[src/rtl/phase_seq_pkg.sv]
// rtl/phase_seq_pkg.sv - Johnson code helpers and width derivations for phase_sequencer
package phase_seq_pkg;

   localparam int MAX_K = 16;

   function automatic int calc_k(input int num_phases);
      return num_phases / 2;
   endfunction

   function automatic int calc_idx_w(input int num_phases);
      return $clog2(num_phases);
   endfunction

   // Index s <= k sets the low s bits; s > k clears the low s-k bits of an all-ones word.
   function automatic logic [MAX_K-1:0] johnson_enc(input int idx, input int k);
      logic [MAX_K-1:0] code;
      code = '0;
      for (int b = 0; b < MAX_K; b++) begin
         if (b < k) begin
            code[b] = (idx <= k) ? (b < idx) : (b >= idx - k);
         end
      end
      return code;
   endfunction

   function automatic int johnson_dec(input logic [MAX_K-1:0] code, input int k);
      int ones;
      ones = 0;
      for (int b = 0; b < MAX_K; b++) begin
         if (b < k && code[b]) begin
            ones++;
         end
      end
      if (ones == 0) begin
         return 0;
      end else if (code[0]) begin
         return ones;
      end else begin
         return 2 * k - ones;
      end
   endfunction

   function automatic logic johnson_legal(input logic [MAX_K-1:0] code, input int k);
      return code == johnson_enc(johnson_dec(code, k), k);
   endfunction

endpackage

[src/rtl/johnson_phase_decode.sv]
// rtl/johnson_phase_decode.sv - combinational Johnson code to one-hot phase and binary index
module johnson_phase_decode
   import phase_seq_pkg::*;
#(
   parameter int NUM_PHASES = 8,
   localparam int K         = calc_k(NUM_PHASES),
   localparam int IDX_W     = calc_idx_w(NUM_PHASES)
) (
   input  logic [K-1:0]          i_code,
   output logic [NUM_PHASES-1:0] o_phase,
   output logic [IDX_W-1:0]      o_phase_idx
);

   logic [IDX_W-1:0] w_idx;

   assign w_idx       = IDX_W'(johnson_dec(MAX_K'(i_code), K));
   assign o_phase     = NUM_PHASES'(1) << w_idx;
   assign o_phase_idx = w_idx;

endmodule

[src/rtl/phase_sequencer.sv]
// rtl/phase_sequencer.sv - Johnson-ring multi-phase generator with dwell, direction, load and recovery
module phase_sequencer
   import phase_seq_pkg::*;
#(
   parameter int NUM_PHASES = 8,
   parameter int DWELL_W    = 4,
   localparam int K         = calc_k(NUM_PHASES),
   localparam int IDX_W     = calc_idx_w(NUM_PHASES)
) (
   input  logic                  i_phase_count,
   input  logic                  i_clear,
   input  logic                  i_enable,
   input  logic                  i_dir,
   input  logic [DWELL_W-1:0]    i_dwell,
   input  logic                  i_load,
   input  logic [IDX_W-1:0]      i_load_phase,
   output logic [NUM_PHASES-1:0] o_phase,
   output logic [IDX_W-1:0]      o_phase_idx,
   output logic                  o_step,
   output logic                  o_wrap,
   output logic                  o_err
);

   logic [K-1:0]       r_state;
   logic [DWELL_W-1:0] r_dcnt;
   logic               r_step;
   logic               r_wrap;
   logic               r_err;

   logic [K-1:0]       w_state_nxt;
   logic [DWELL_W-1:0] w_dcnt_nxt;
   logic               w_step_nxt;
   logic               w_wrap_nxt;
   logic               w_err_nxt;
   logic [K-1:0]       w_adv_code;
   logic [IDX_W-1:0]   w_idx;
   logic               w_legal;
   logic               w_due;
   logic               w_load_ok;
   logic               w_wrap_edge;

   johnson_phase_decode #(
      .NUM_PHASES (NUM_PHASES)
   ) u_decode (
      .i_code      (r_state),
      .o_phase     (o_phase),
      .o_phase_idx (w_idx)
   );

   assign w_legal     = johnson_legal(MAX_K'(r_state), K);
   assign w_due       = i_enable && (r_dcnt >= i_dwell);
   assign w_load_ok   = i_load && (32'(i_load_phase) < NUM_PHASES);
   assign w_adv_code  = i_dir ? {~r_state[0], r_state[K-1:1]}
                              : {r_state[K-2:0], ~r_state[K-1]};
   assign w_wrap_edge = i_dir ? (w_idx == '0) : (w_idx == IDX_W'(NUM_PHASES - 1));

   // Recovery outranks load, which outranks a due advance.
   always_comb begin
      w_state_nxt = r_state;
      w_dcnt_nxt  = r_dcnt;
      w_step_nxt  = 1'b0;
      w_wrap_nxt  = 1'b0;
      w_err_nxt   = r_err;
      if (!w_legal) begin
         w_state_nxt = '0;
         w_dcnt_nxt  = '0;
         w_err_nxt   = 1'b1;
      end else if (w_load_ok) begin
         w_state_nxt = K'(johnson_enc(32'(i_load_phase), K));
         w_dcnt_nxt  = '0;
      end else begin
         if (i_load) begin
            w_err_nxt = 1'b1;
         end
         if (w_due) begin
            w_state_nxt = w_adv_code;
            w_dcnt_nxt  = '0;
            w_step_nxt  = 1'b1;
            w_wrap_nxt  = w_wrap_edge;
         end else if (i_enable) begin
            w_dcnt_nxt = r_dcnt + 1'b1;
         end
      end
   end

   always_ff @(posedge i_phase_count) begin
      if (i_clear) begin
         r_state <= '0;
         r_dcnt  <= '0;
         r_step  <= 1'b0;
         r_wrap  <= 1'b0;
         r_err   <= 1'b0;
      end else begin
         r_state <= w_state_nxt;
         r_dcnt  <= w_dcnt_nxt;
         r_step  <= w_step_nxt;
         r_wrap  <= w_wrap_nxt;
         r_err   <= w_err_nxt;
      end
   end

   assign o_phase_idx = w_idx;
   assign o_step      = r_step;
   assign o_wrap      = r_wrap;
   assign o_err       = r_err;

endmodule

[config.mk]
export PLATFORM = sky130hd
export DESIGN_NAME = phase_sequencer
export DESIGN_NICKNAME = d
export VERILOG_FILES = /design/src/rtl/phase_seq_pkg.sv /design/src/rtl/johnson_phase_decode.sv /design/src/rtl/phase_sequencer.sv
export SDC_FILE = /design/constraint.sdc
export NUM_CORES = 1
export LEC_CHECK = 0
export CELL_PAD_IN_SITES_DETAIL_PLACEMENT = 0
export CELL_PAD_IN_SITES_GLOBAL_PLACEMENT = 1
export CORE_MARGIN = 8
export CORE_UTILIZATION = 39
export DETAILED_ROUTE_END_ITERATION = 12
export PLACE_DENSITY = 0.89
export SYNTH_ARGS = -nofsm -noshare
export SYNTH_HDL_FRONTEND = slang
export SYNTH_SLANG_ARGS = --single-unit
[constraint.sdc]
create_clock -name i_phase_count -period 6.6 [get_ports i_phase_count]
set_clock_uncertainty 0.1 [all_clocks]
set_input_delay 1.65 -clock i_phase_count [delete_from_list [all_inputs] [get_ports i_phase_count]]
set_output_delay 1.65 -clock i_phase_count [all_outputs]
set_load 0.01 [all_outputs]
==> insert_results.sql <==
INSERT INTO impl_metrics (metric_group, metric, value, unit) VALUES
('logic_synthesis', 'syn-instance-count', '165', ''),
('layout', 'layout.cells.most_common', 'sky130_fd_sc_hd__clkdlybuf4s50_1', ''),
('worst_setup_path', 'highest_fanout_seen_on_the_critical_path', '13', ''),
('global_routing', 'antenna_found_initial', '0', ''),
('worst_setup_path', 'timing.critical_path.required', '4.85', 'ns'),
('logic_synthesis', 'synthesized_area_fraction_occupied_by_ao_oa_aoi_and_oai_cells', '19.5', '%'),
('layout', 'final_area', '1680', 'sq um'),
('worst_setup_path', 'ff2ff_path_depth', '19', ''),
('global_routing', 'vias_in_the_first_global_route', '1122', ''),
('floorplan', 'die_width', '75.7', 'um'),
('layout', 'layout-drive-gt1-share', '11.4', '%'),
('logic_synthesis', 'synth_seq_area_share', '15.9', '%'),
('timing', 'final_hold_violation_count', '0', ''),
('logic_synthesis', 'async_set_reset_flop_share_out_of_synthesis', '0', '%'),
('timing', 'timing.final.crit_period', '5.75', 'ns'),
('logic_synthesis', 'yosys-mux-area-fraction', '5.86', '%'),
('global_routing', 'global_route.usage.total', '11.7', '%'),
('clock_network', 'hold_buffers', '0', ''),
('clock_network', 'cts_root_buffer', 'sky130_fd_sc_hd__clkbuf_4', ''),
('logic_synthesis', 'post_synth_xor_xnor_area', '6.13', '%'),
('logic_synthesis', 'yosysUniqueCellTypes', '55', ''),
('place', 'place.port_buffers', '25', ''),
('power_and_ir_drop', 'leakage', '0.691', 'nW'),
('timing', 'maxClockFrequency', '174', 'MHz'),
('clock_network', 'total_clock_buffers_created_by_cts', '3', ''),
('floorplan', 'num_io_pins', '26', ''),
('run', 'cap_violations', '0', ''),
('logic_synthesis', 'synth-edff-count', '0', ''),
('routing', 'post-route-drc-count', '0', ''),
('timing', 'tns', '0', 'ns'),
('routing', 'avgRoutedWirePerCell', '14.1', 'um'),
('timing', 'post-route-period-util', '87.2', '%'),
('global_routing', 'largest_net_degree_at_the_start_of_global_routing', '14', ''),
('routing', 'route.vias.total', '1239', ''),
('clock_network', 'tritoncts', 'yes', ''),
('logic_synthesis', 'synth.cell_area', '1390', 'sq um'),
('clock_network', 'cts_resized', '0', ''),
('worst_setup_path', 'critical_path.endpoint_type', 'output pin', ''),
('global_routing', 'residual_overflow_from_global_routing', '0', ''),
('logic_synthesis', 'ys_ff_latch', '11', ''),
('layout', 'fillCellCount', '316', ''),
('worst_setup_path', 'r2r_slack', '1.31', 'ns'),
('logic_synthesis', 'synth_top_cell_area_share', '16.2', '%'),
('power_and_ir_drop', 'peak_vdd_ir', '0.000305', 'V'),
('clock_network', 'clock-sinks', '11', ''),
('timing', 'setup_viol', '0', ''),
('status', 'run_status', 'finished clean', ''),
('timing', 'pins_over_their_slew_limit', '0', ''),
('logic_synthesis', 'yosysWarnings', '0', ''),
('logic_synthesis', 'postSynthAreaPerCell', '8.42', 'sq um'),
('logic_synthesis', 'ys.flop_type', 'sky130_fd_sc_hd__dfxtp_1', ''),
('place', 'dpl_cell_area', '1650', 'sq um'),
('clock_network', 'cts.repair_timing.setup_buffer_count', '0', ''),
('routing', 'wirelength', '3250', 'um'),
('logic_synthesis', 'synth_area_leaders', 'sky130_fd_sc_hd__ha_1, sky130_fd_sc_hd__dfxtp_1, sky130_fd_sc_hd__mux2i_1', ''),
('floorplan', 'chipHeight', '75.7', 'um'),
('clock_network', 'insertion_delay', '0.26', 'ns'),
('clock_network', 'h-tree-depth', '1', ''),
('worst_setup_path', 'crit_path_capture', 'o_phase[0]', ''),
('routing', 'route.detailed.vias_per_inst', '5.36', ''),
('clock_network', 'clk_pin_slew_worst_paths', '0.07', 'ns'),
('place', 'gp_congestion', '0.836', ''),
('global_routing', 'grt_pass1_wl', '5270', 'um'),
('layout', 'multi_input_area', '1080', 'sq um'),
('floorplan', 'dieArea', '5730', 'sq um'),
('layout', 'layout_common_cells', 'sky130_fd_sc_hd__clkdlybuf4s50_1, sky130_fd_sc_hd__ha_1, sky130_fd_sc_hd__nor2_1', ''),
('logic_synthesis', 'synth-simple-area-share', '29.5', '%'),
('routing', 'drt_iter0_drc', '83', ''),
('layout', 'insertedDiodeCount', '0', ''),
('routing', 'drtPass1Iterations', '4', ''),
('worst_setup_path', 'critPathKind', 'reg2out', '');
-- routing by layer --
layer	global-route usage [%]	up-vias	part of all wire, %
li1	-	639	-
met1	15.2	576	47
met2	18.6	20	47
met3	3.16	4	5.1
met4	2.56	0	0.83
met5	0	-	0
-- final cells by class --
class,instances,area share (%)
flip-flops and latches,11,13.1
multi-input cells,133,64.2
clock buffers,4,1.57
inverters,12,2.69
repair buffers,25,14.9
well taps,46,3.44
-- stage by stage --
stage | hold WS (ns) | setup slack, ns | cells | total power (W)
floorplan | 0.416 | 1.66 | 165 | 0.000640
global placement | 0.365 | 1.28 | 227 | 0.000677
detailed placement | 0.370 | 1.13 | 227 | 0.000688
CTS | 0.385 | 0.846 | 231 | 0.000735
global route | 0.410 | 0.623 | 231 | 0.000806
finish | 0.388 | 0.846 | 231 | 0.000730
-- how the worst min path moves through the flow --
stage / startpoint / endpoint / slack (ns) / depth (start not counted)
floorplan: o_err / o_err / 0.42 / 1
global placement: o_err / o_err / 0.37 / 1
detailed placement: o_err / o_err / 0.37 / 1
CTS: o_err / o_err / 0.39 / 1
global route: o_err / o_err / 0.41 / 1
finish: o_err / o_err / 0.39 / 1
-- state kept, by name, indices dropped and copies added (netlist names) --
name	cells
o_step	1
o_wrap	1
r_state	4
o_err	1
r_dcnt	4
-- kinds of logic after synthesis --
group	Yosys count
DFF	11
buffers and inverters	21
adders and majority gates	18
AOI/OAI and AO/OA	33
xor gates and xnor gates	8
and+or+nand+nor	65
muxes	8
other	1
-- synthesized netlist by cell type, drive strengths merged (2+ instances only) --
master and count:
nor2 17, o211ai 2, nor3 4, a21oi 4
and2 4, dfxtp 11, nor2b 4, a21o 3
xor2 2, o21ai 7, nor4 6, xnor2 5
ha 18, buf 3, nand2 7, nand2b 5
and4 2, or2 3, inv 12, mux2i 7
clkbuf 6, nand3 6, nand4 2, a211oi 2
a221oi 2, o221a 2, a41oi 2
-- power by group --
group          switching, W  internal, W  leakage, nW  total [W]
Clock             0.0000221    0.0000233       0.0150  0.0000455
Sequential        0.0000116    0.0000756       0.0894  0.0000873
Combinational      0.000343     0.000254        0.587   0.000598
-- worst max-delay path: stages, from the launching register on --
cell,delay [ns]
sky130_fd_sc_hd__dfxtp_1,0.59
sky130_fd_sc_hd__inv_1,0.15
sky130_fd_sc_hd__ha_1,0.40
sky130_fd_sc_hd__nand2b_1,0.17
sky130_fd_sc_hd__mux2i_1,0.30
sky130_fd_sc_hd__nor2_1,0.13
sky130_fd_sc_hd__ha_1,0.29
sky130_fd_sc_hd__or2_2,0.30
sky130_fd_sc_hd__and4_1,0.25
sky130_fd_sc_hd__or2_2,0.36
sky130_fd_sc_hd__inv_1,0.20
sky130_fd_sc_hd__nor2_1,0.10
sky130_fd_sc_hd__clkdlybuf4s50_1,0.49
Power figures use the tool's default switching activity.
